### src/rtl/conv_sched_pkg.sv
// Shared types and geometry helpers for the 3x3 convolution MAC scheduler.
package conv_sched_pkg;

   // Coordinates are stored at this fixed width inside the result FIFO.
   localparam int ENTRY_CW = 16;

   typedef enum logic [1:0] {IDLE, ISSUE, DRAIN, DONE} sched_state_t;

   typedef struct packed {
      logic [31:0]         data;
      logic [ENTRY_CW-1:0] row;
      logic [ENTRY_CW-1:0] col;
      logic                last;
   } sched_entry_t;

   function automatic int out_dim(input int img_dim);
      return img_dim - 2;
   endfunction

   function automatic int frame_results(input int img_w, input int img_h);
      return out_dim(img_w) * out_dim(img_h);
   endfunction

endpackage

### src/rtl/sched_result_fifo.sv
// First-word fall-through result FIFO with occupancy count; head reads as zero when empty.
module sched_result_fifo
   import conv_sched_pkg::*;
#(
   parameter int  DEPTH   = 8,
   parameter type entry_t = sched_entry_t,
   localparam int AW      = $clog2(DEPTH),
   localparam int CW      = AW + 1
) (
   input  logic          clk,
   input  logic          reset,
   input  logic          wr_en,
   input  entry_t        wr_entry,
   input  logic          rd_en,
   output entry_t        rd_entry,
   output logic          rd_valid,
   output logic [CW-1:0] count
);

   entry_t        mem [DEPTH];
   logic [AW-1:0] wr_ptr;
   logic [AW-1:0] rd_ptr;
   logic          push;
   logic          pop;

   assign rd_valid = (count != '0);
   assign push     = wr_en && (count != CW'(DEPTH));
   assign pop      = rd_en && rd_valid;
   assign rd_entry = rd_valid ? mem[rd_ptr] : '0;

   always_ff @(posedge clk) begin
      if (reset) begin
         wr_ptr <= '0;
         rd_ptr <= '0;
         count  <= '0;
      end else begin
         if (push) wr_ptr <= wr_ptr + AW'(1);
         if (pop)  rd_ptr <= rd_ptr + AW'(1);
         count <= count + CW'(push) - CW'(pop);
      end
   end

   always_ff @(posedge clk) begin
      if (push) mem[wr_ptr] <= wr_entry;
   end

endmodule

### src/rtl/conv_mac_scheduler.sv
// Walks every 3x3 window of a feature map in raster order, tracks MAC latency and
// buffers results behind a credit check so the result FIFO can never overflow.
module conv_mac_scheduler
   import conv_sched_pkg::*;
#(
   parameter int IMG_W       = 16,
   parameter int IMG_H       = 16,
   parameter int COORD_W     = 8,
   parameter int MAC_LATENCY = 6,
   parameter int FIFO_DEPTH  = 8
) (
   input  logic               clk,
   input  logic               reset,
   input  logic               start,
   output logic               busy,
   output logic               done,
   output logic               win_issue,
   output logic [COORD_W-1:0] win_row,
   output logic [COORD_W-1:0] win_col,
   input  logic [31:0]        mac_result,
   output logic               res_valid,
   input  logic               res_ready,
   output logic [31:0]        res_data,
   output logic [COORD_W-1:0] res_row,
   output logic [COORD_W-1:0] res_col,
   output logic               res_last
);

   localparam int                 OUT_W    = out_dim(IMG_W);
   localparam int                 OUT_H    = out_dim(IMG_H);
   localparam int                 CNT_W    = $clog2(FIFO_DEPTH) + 1;
   localparam logic [COORD_W-1:0] LAST_ROW = COORD_W'(OUT_H - 1);
   localparam logic [COORD_W-1:0] LAST_COL = COORD_W'(OUT_W - 1);

   sched_state_t           state;
   logic [COORD_W-1:0]     cur_row;
   logic [COORD_W-1:0]     cur_col;
   logic                   win_last;
   logic                   at_last;
   logic [MAC_LATENCY-1:0] vld_pipe;
   logic [MAC_LATENCY-1:0] last_pipe;
   logic [COORD_W-1:0]     row_pipe [MAC_LATENCY];
   logic [COORD_W-1:0]     col_pipe [MAC_LATENCY];
   sched_entry_t           wr_entry;
   sched_entry_t           head;
   logic [CNT_W-1:0]       fifo_count;
   logic                   pop;
   logic                   pop_last;
   logic                   can_issue;
   int                     outstanding;

   assign at_last  = (cur_row == LAST_ROW) && (cur_col == LAST_COL);
   assign pop      = res_valid && res_ready;
   assign pop_last = pop && head.last;

   // Everything that will occupy a FIFO slot after this edge: buffered entries not
   // leaving now, results in the latency pipe, and the window being issued right now.
   always_comb begin
      outstanding = int'(fifo_count) - int'(pop) + $countones(vld_pipe) + int'(win_issue);
      can_issue   = (outstanding < FIFO_DEPTH);
   end

   always_ff @(posedge clk) begin
      if (reset) begin
         state     <= IDLE;
         busy      <= 1'b0;
         done      <= 1'b0;
         win_issue <= 1'b0;
         win_row   <= '0;
         win_col   <= '0;
         win_last  <= 1'b0;
         cur_row   <= '0;
         cur_col   <= '0;
      end else begin
         done      <= 1'b0;
         win_issue <= 1'b0;
         case (state)
            IDLE: begin
               if (start) begin
                  state   <= ISSUE;
                  busy    <= 1'b1;
                  cur_row <= '0;
                  cur_col <= '0;
               end
            end
            ISSUE: begin
               if (can_issue) begin
                  win_issue <= 1'b1;
                  win_row   <= cur_row;
                  win_col   <= cur_col;
                  win_last  <= at_last;
                  if (at_last) begin
                     state <= DRAIN;
                  end else if (cur_col == LAST_COL) begin
                     cur_col <= '0;
                     cur_row <= cur_row + COORD_W'(1);
                  end else begin
                     cur_col <= cur_col + COORD_W'(1);
                  end
               end
            end
            DRAIN: begin
               // The last entry is also the youngest, so its pop leaves nothing behind.
               if (pop_last && (vld_pipe == '0) && (fifo_count == CNT_W'(1))) begin
                  state <= DONE;
                  done  <= 1'b1;
                  busy  <= 1'b0;
               end
            end
            DONE:    state <= IDLE;
            default: state <= IDLE;
         endcase
      end
   end

   always_ff @(posedge clk) begin
      if (reset) begin
         vld_pipe  <= '0;
         last_pipe <= '0;
      end else begin
         vld_pipe[0]  <= win_issue;
         last_pipe[0] <= win_issue & win_last;
         for (int i = 1; i < MAC_LATENCY; i++) begin
            vld_pipe[i]  <= vld_pipe[i-1];
            last_pipe[i] <= last_pipe[i-1];
         end
      end
   end

   always_ff @(posedge clk) begin
      row_pipe[0] <= win_row;
      col_pipe[0] <= win_col;
      for (int i = 1; i < MAC_LATENCY; i++) begin
         row_pipe[i] <= row_pipe[i-1];
         col_pipe[i] <= col_pipe[i-1];
      end
   end

   always_comb begin
      wr_entry      = '0;
      wr_entry.data = mac_result;
      wr_entry.row  = ENTRY_CW'(row_pipe[MAC_LATENCY-1]);
      wr_entry.col  = ENTRY_CW'(col_pipe[MAC_LATENCY-1]);
      wr_entry.last = last_pipe[MAC_LATENCY-1];
   end

   sched_result_fifo #(
      .DEPTH   (FIFO_DEPTH),
      .entry_t (sched_entry_t)
   ) u_fifo (
      .clk      (clk),
      .reset    (reset),
      .wr_en    (vld_pipe[MAC_LATENCY-1]),
      .wr_entry (wr_entry),
      .rd_en    (res_ready),
      .rd_entry (head),
      .rd_valid (res_valid),
      .count    (fifo_count)
   );

   assign res_data = head.data;
   assign res_row  = COORD_W'(head.row);
   assign res_col  = COORD_W'(head.col);
   assign res_last = head.last;

endmodule

### config.mk
export PLATFORM = sky130hd
export DESIGN_NAME = conv_mac_scheduler
export DESIGN_NICKNAME = d
export VERILOG_FILES = /design/src/rtl/conv_sched_pkg.sv /design/src/rtl/sched_result_fifo.sv /design/src/rtl/conv_mac_scheduler.sv
export SDC_FILE = /design/constraint.sdc
export NUM_CORES = 1
export LEC_CHECK = 0
export CORE_MARGIN = 5
export CORE_UTILIZATION = 46
export DETAILED_ROUTE_END_ITERATION = 8
export GPL_TIMING_DRIVEN = 0
export PLACE_DENSITY_LB_ADDON = 0.25
export SYNTH_ARGS = -nofsm -noshare
export SYNTH_HDL_FRONTEND = slang
export SYNTH_HIERARCHICAL = 1
export SYNTH_SLANG_ARGS = --single-unit
### constraint.sdc
create_clock -name clk -period 13.2 [get_ports clk]
set_input_delay 2.64 -clock clk [delete_from_list [all_inputs] [get_ports clk]]
set_output_delay 2.64 -clock clk [all_outputs]
set_load 0.01 [all_outputs]
======== Word-level counts from Yosys, hierarchy flattened ========
Memory sizes are Yosys's and may differ from the RTL's. A register that Yosys moved wholly into a read port is not among the register bits.
Cells that the tools add are included.
cells by class
  add/subtract/negate cells ............... 14
  magnitude comparators ................... 1
  eq/ne operators ......................... 13
  muxes and demuxes ....................... 24
  bitwise gates (word level) .............. 3
  reduce and logical (&&, ||, !) cells .... 18
operator list
  kind                                                                           count
  65-bit 2-to-1 mux                                                              1
  8-bit 2-to-1 mux                                                               7
  8-bit one-hot mux with 2 select lines                                          2
  8-bit by 1-bit adder with 8-bit output (second input constant)                 2
  8-bit by 4-bit equality test with 1-bit output (second input constant)         2
  2-bit != test (second input constant)                                          6
  2-bit 2-to-1 mux                                                               4
  2-bit one-hot mux with 4 select lines                                          1
  4-bit AND reduction                                                            2
  6-bit by 2-bit adder with 7-bit output                                         1
  7-bit by 5-bit less-than comparator with 1-bit output (second input constant)  1
  1-bit by 1-bit adder with 2-bit output                                         3
  3-bit by 1-bit adder with 3-bit output (second input constant)                 2
  5-bit by 5-bit adder with 6-bit output                                         1
  1-bit logical AND                                                              6
  6-bit zero test                                                                1
  1-bit 2-to-1 mux                                                               6
  3-bit 2-to-1 mux                                                               2
  5-bit AND reduction                                                            1
  4-bit by 1-bit subtractor with 5-bit output                                    1
  3-bit by 2-bit adder with 4-bit output                                         1
  4-bit by 1-bit adder with 4-bit output                                         1
  2-bit equality test (second input constant)                                    2
  4-bit by 1-bit equality test with 1-bit output (second input constant)         1
  other kinds (13)                                                               16
storage, ports and cells
  register bits after elaboration ......... 60
  RAM bits ................................ 488
  output and inout port bits .............. 69
  logic and storage cells ................. 90
  memories ................................ 3
memory list
  memory      depth  width  read ports  clocked after Yosys merged registers in  wr ports  RTL line                  text
  u_fifo.mem  8      49     1           1                                        1         sched_result_fifo.sv:20   entry_t mem [DEPTH];
  col_pipe    6      8      6           0                                        6         conv_mac_scheduler.sv:43  logic [COORD_W-1:0] col_pipe [MAC_LATENCY];
  row_pipe    6      8      6           0                                        6         conv_mac_scheduler.sv:42  logic [COORD_W-1:0] row_pipe [MAC_LATENCY];

======== Depth between registers and ports, before layout ========
  word-level depth ........................ 8
  depth in mapped cells ................... 16

======== Cells and area by module ========
The synthesis kept the hierarchy.
modules (own cells, without submodules)
  module              times used  cells an instance  area each (sq um)  sequential area each (sq um)
  sched_result_fifo   1           839                20064.2            15875.2
  conv_mac_scheduler  1           357                4357.9             2922.8

======== Least setup slack after synthesis ========
OpenSTA, ideal clock, no wires.
  kind .................................... register -> register
  from .................................... register u_fifo.count[2]
  to ...................................... memory u_fifo/mem[0][0] (netlist name), enable pin
  arrival time ............................ 7160 ps
  data required time ...................... 12552 ps
  slack ................................... 5392 ps
  cell stages (with the launch flop) ...... 6
  period minus slack after synthesis ...... 7808 ps
  path through ............................ dfxtp_1 -> inv_1 -> ha_1 -> or3b_1 -> nand2_1 -> nor4_1
between the ends
  word-level cells in the longest chain between the ends .. 4
ends and longest elaborated chain
  what                                    RTL line                 text
  from (decl)                             sched_result_fifo.sv:17  output logic [CW-1:0] count
  from (signal assigned)                  sched_result_fifo.sv:39  count <= count + CW'(push) - CW'(pop);
  4-bit != test                           sched_result_fifo.sv:27  assign push = wr_en && (count != CW'(DEPTH));
  1-bit logical AND                       sched_result_fifo.sv:27
  1-bit 2-to-1 mux                        sched_result_fifo.sv:44  if (push) mem[wr_ptr] <= wr_entry;
  1-bit 2-to-1 mux (not written as such)  sched_result_fifo.sv:44
  to (decl)                               sched_result_fifo.sv:20
No other way between the ends.

======== Final worst setup path ========
  from .................................... register u_fifo.count[2]
  to ...................................... output port res_data[7]
between the ends
  word-level cells in the longest chain between the ends .. 2
ends and longest elaborated chain
  what                RTL line                  text
  4-bit nonzero test  sched_result_fifo.sv:26   assign rd_valid = (count != '0);
  65-bit 2-to-1 mux   sched_result_fifo.sv:29   assign rd_entry = rd_valid ? mem[rd_ptr] : '0;
  to (decl)           conv_mac_scheduler.sv:23  output logic [31:0] res_data,
No other way between the ends.

==> results.py <==
metrics = {
    "setup_path": {
        "crit_path_end_kind": "primary output",
        "max_stage_delay_ns": 0.61,
        "required_ns": 10.56,
        "cp-start-kind": "register",
        "slowest_stage": "clkbuf_1",
        "path_class": "reg -> out",
        "worstPathArrival_ns": 3.71,
        "worstPathCellList": "inv_1 -> ha_1 -> nor3b_4 -> nor2_1 -> clkbuf_1 -> buf_1 -> a22o_1 -> clkdlybuf4s50_1",
        "critPathMaxFanout": 10,
    },
    "placement": {
        "io_buffers": 104,
        "routabilityCongestion": 0.830,
        "dpl.hpwl_um": 25500,
        "pre_cts_slack_ns": 7.29,
    },
    "pwr": {
        "ir_drop_mv": 0.0925,
        "power_per_cell_area_nw_per_um2": 184,
        "p_leak_nw": 8.13,
    },
    "routing": {
        "drtAntennaViolNets": 0,
        "firstDrtPassIters": 4,
        "wl_per_cell_um": 21.6,
        "vias": 9763,
        "via_per_inst": 5.42,
        "totalWireLength_um": 38900,
        "drtIter0Drc": 786,
        "route.detailed.drc": 0,
    },
    "die": {
        "num_rows": 75,
        "start_util_pct": 46.8,
        "core_area_sq_um": 42100,
        "die_w_um": 217,
        "die_h_um": 217,
        "ioPinCount": 105,
        "dieArea_sq_um": 47100,
    },
    "clock_network": {
        "cts_hold_buffers": 0,
        "cts_tree": "yes",
        "postCtsSetupBuffers": 0,
        "cts-root-buf": "clkbuf_16",
        "cts-htree-levels": 2,
        "cts-buffers-inserted": 55,
        "clock_sinks": 551,
        "cts_resized": 0,
        "cts_buffer_depth": 3,
        "clkTransAtPathRegs_ns": 0.06,
        "insertion_delay_ns": 0.58,
    },
    "sta": {
        "fmax_ghz": 0.157,
        "min_period_ns": 6.35,
        "drv_slew": 0,
        "setup_slack_ns": 6.85,
        "rsz0062_at_grt": "false",
        "finClkSkew_ns": 0.0157,
        "tightestPinTransition_ns": 1.00,
        "fin_crit_sh_pct": 48.1,
        "tns_ns": 0,
        "hold_ws_ns": 0.318,
        "final-hold-violation-count": 0,
        "finalSetupViolations": 0,
        "relSlewSlack_pct": 32.7,
    },
    "finish": {
        "num_antenna_cells": 0,
        "area_growth_pct": 21.0,
        "drive_above_1_share_pct": 21.1,
        "fillers": 3163,
        "layout.nets": 1279,
    },
    "grt": {
        "grt_max_degree": 26,
        "grtUsageTotal_pct": 16.9,
        "grt_pass1_wl_um": 61800,
        "grt-ovfl-total": 0,
        "antenna_found_initial": 0,
        "grt_pass1_vias": 10493,
    },
    "logic_synthesis": {
        "synth.avg_cell_area_sq_um": 19.3,
        "yosysWarnings": 6,
        "syn_inst": 1019,
        "synth_area_sq_um": 19700,
        "syn_nets": 1080,
    },
    "status": {
        "status": "completed",
    },
    "worst_hold_path": {
        "hold_path.class": "reg -> reg",
    },
    "flow_run": {
        "maxCapViolations": 0,
    },
}
-- power by group --
part / switching [mW] / internal, mW
registers: 0.0239 / 1.86
clock network: 0.617 / 0.960
logic: 0.462 / 0.452
-- metrics by stage --
stage | utilization (%) | power [mW] | std cells | cell area, sq um
floorplan | - | 2.48 | 1019 | 19700
global placement | 50.9 | 2.84 | 1662 | 21400
detailed placement | 52.1 | 2.85 | 1700 | 22000
CTS | 56.6 | 4.44 | 1802 | 23800
global route | 56.6 | 4.58 | 1802 | 23800
finish | 56.6 | 4.38 | 1802 | 23800
-- area by class of cell --
class                   count  area (sq um)  share of cell area (%)
flip-flops and latches    551         15000                    62.7
multi-input cells         387          4410                    18.5
clock buffers              81          1650                    6.91
repair buffers            142          1530                    6.40
well taps                 539           674                    2.83
plain buffers              56           304                    1.27
clock inverters            21           236                   0.992
inverters                  25          93.8                   0.394
-- sequential cells by signal, indices dropped and copies added, names as in the netlist, 8 cells and up, named ones only --
register    cells
cur_col         8
win_row         8
cur_row         8
col_pipe       48
u_fifo/mem    392
row_pipe       48
win_col         8
-- worst paths after layout --
check	start	end	slack (ns)	cells after the start
worst min-delay path	col_pipe[3][1]	col_pipe[4][1]	0.32	0
worst min register to register	col_pipe[3][1]	col_pipe[4][1]	0.32	0
worst max register to register	vld_pipe[0]	state[0]	9.09	14
worst max-delay path	u_fifo/count[2]	res_data[7]	6.85	8
-- worst max-delay path: cells and delay by family (launching register included) --
kind                     cells  cell delay, ns
AO/OA/AOI/OAI                1            0.27
adder cells (fa/ha/maj)      1            0.21
buffers and inverters        4            1.83
flip-flops                   1            0.41
AND/OR/NAND/NOR              2            0.41
-- per-layer routing --
| layer | GRT usage [%] | vias to the layer above | wire length (um) |
|---|---|---|---|
| li1 | - | 4468 | - |
| met1 | 23.2 | 5009 | 17000 |
| met2 | 28.3 | 241 | 19400 |
| met3 | 3.15 | 45 | 1930 |
| met4 | 4.09 | 0 | 604 |
| met5 | 0 | - | 0 |
-- cell usage in the layout (no fill, tap or decap), types with 15 or more instances in the layout --
cell               n
mux2i_1           17
inv_1             24
buf_6             27
clkbuf_1          32
ha_1              21
nor2_1            35
a22o_1            49
clkbuf_16         58
buf_2             15
a21oi_1           23
dfxtp_1          159
clkdlybuf4s50_1  104
mux4_2            98
edfxtp_1         392
Power figures use the tool's default switching activity.
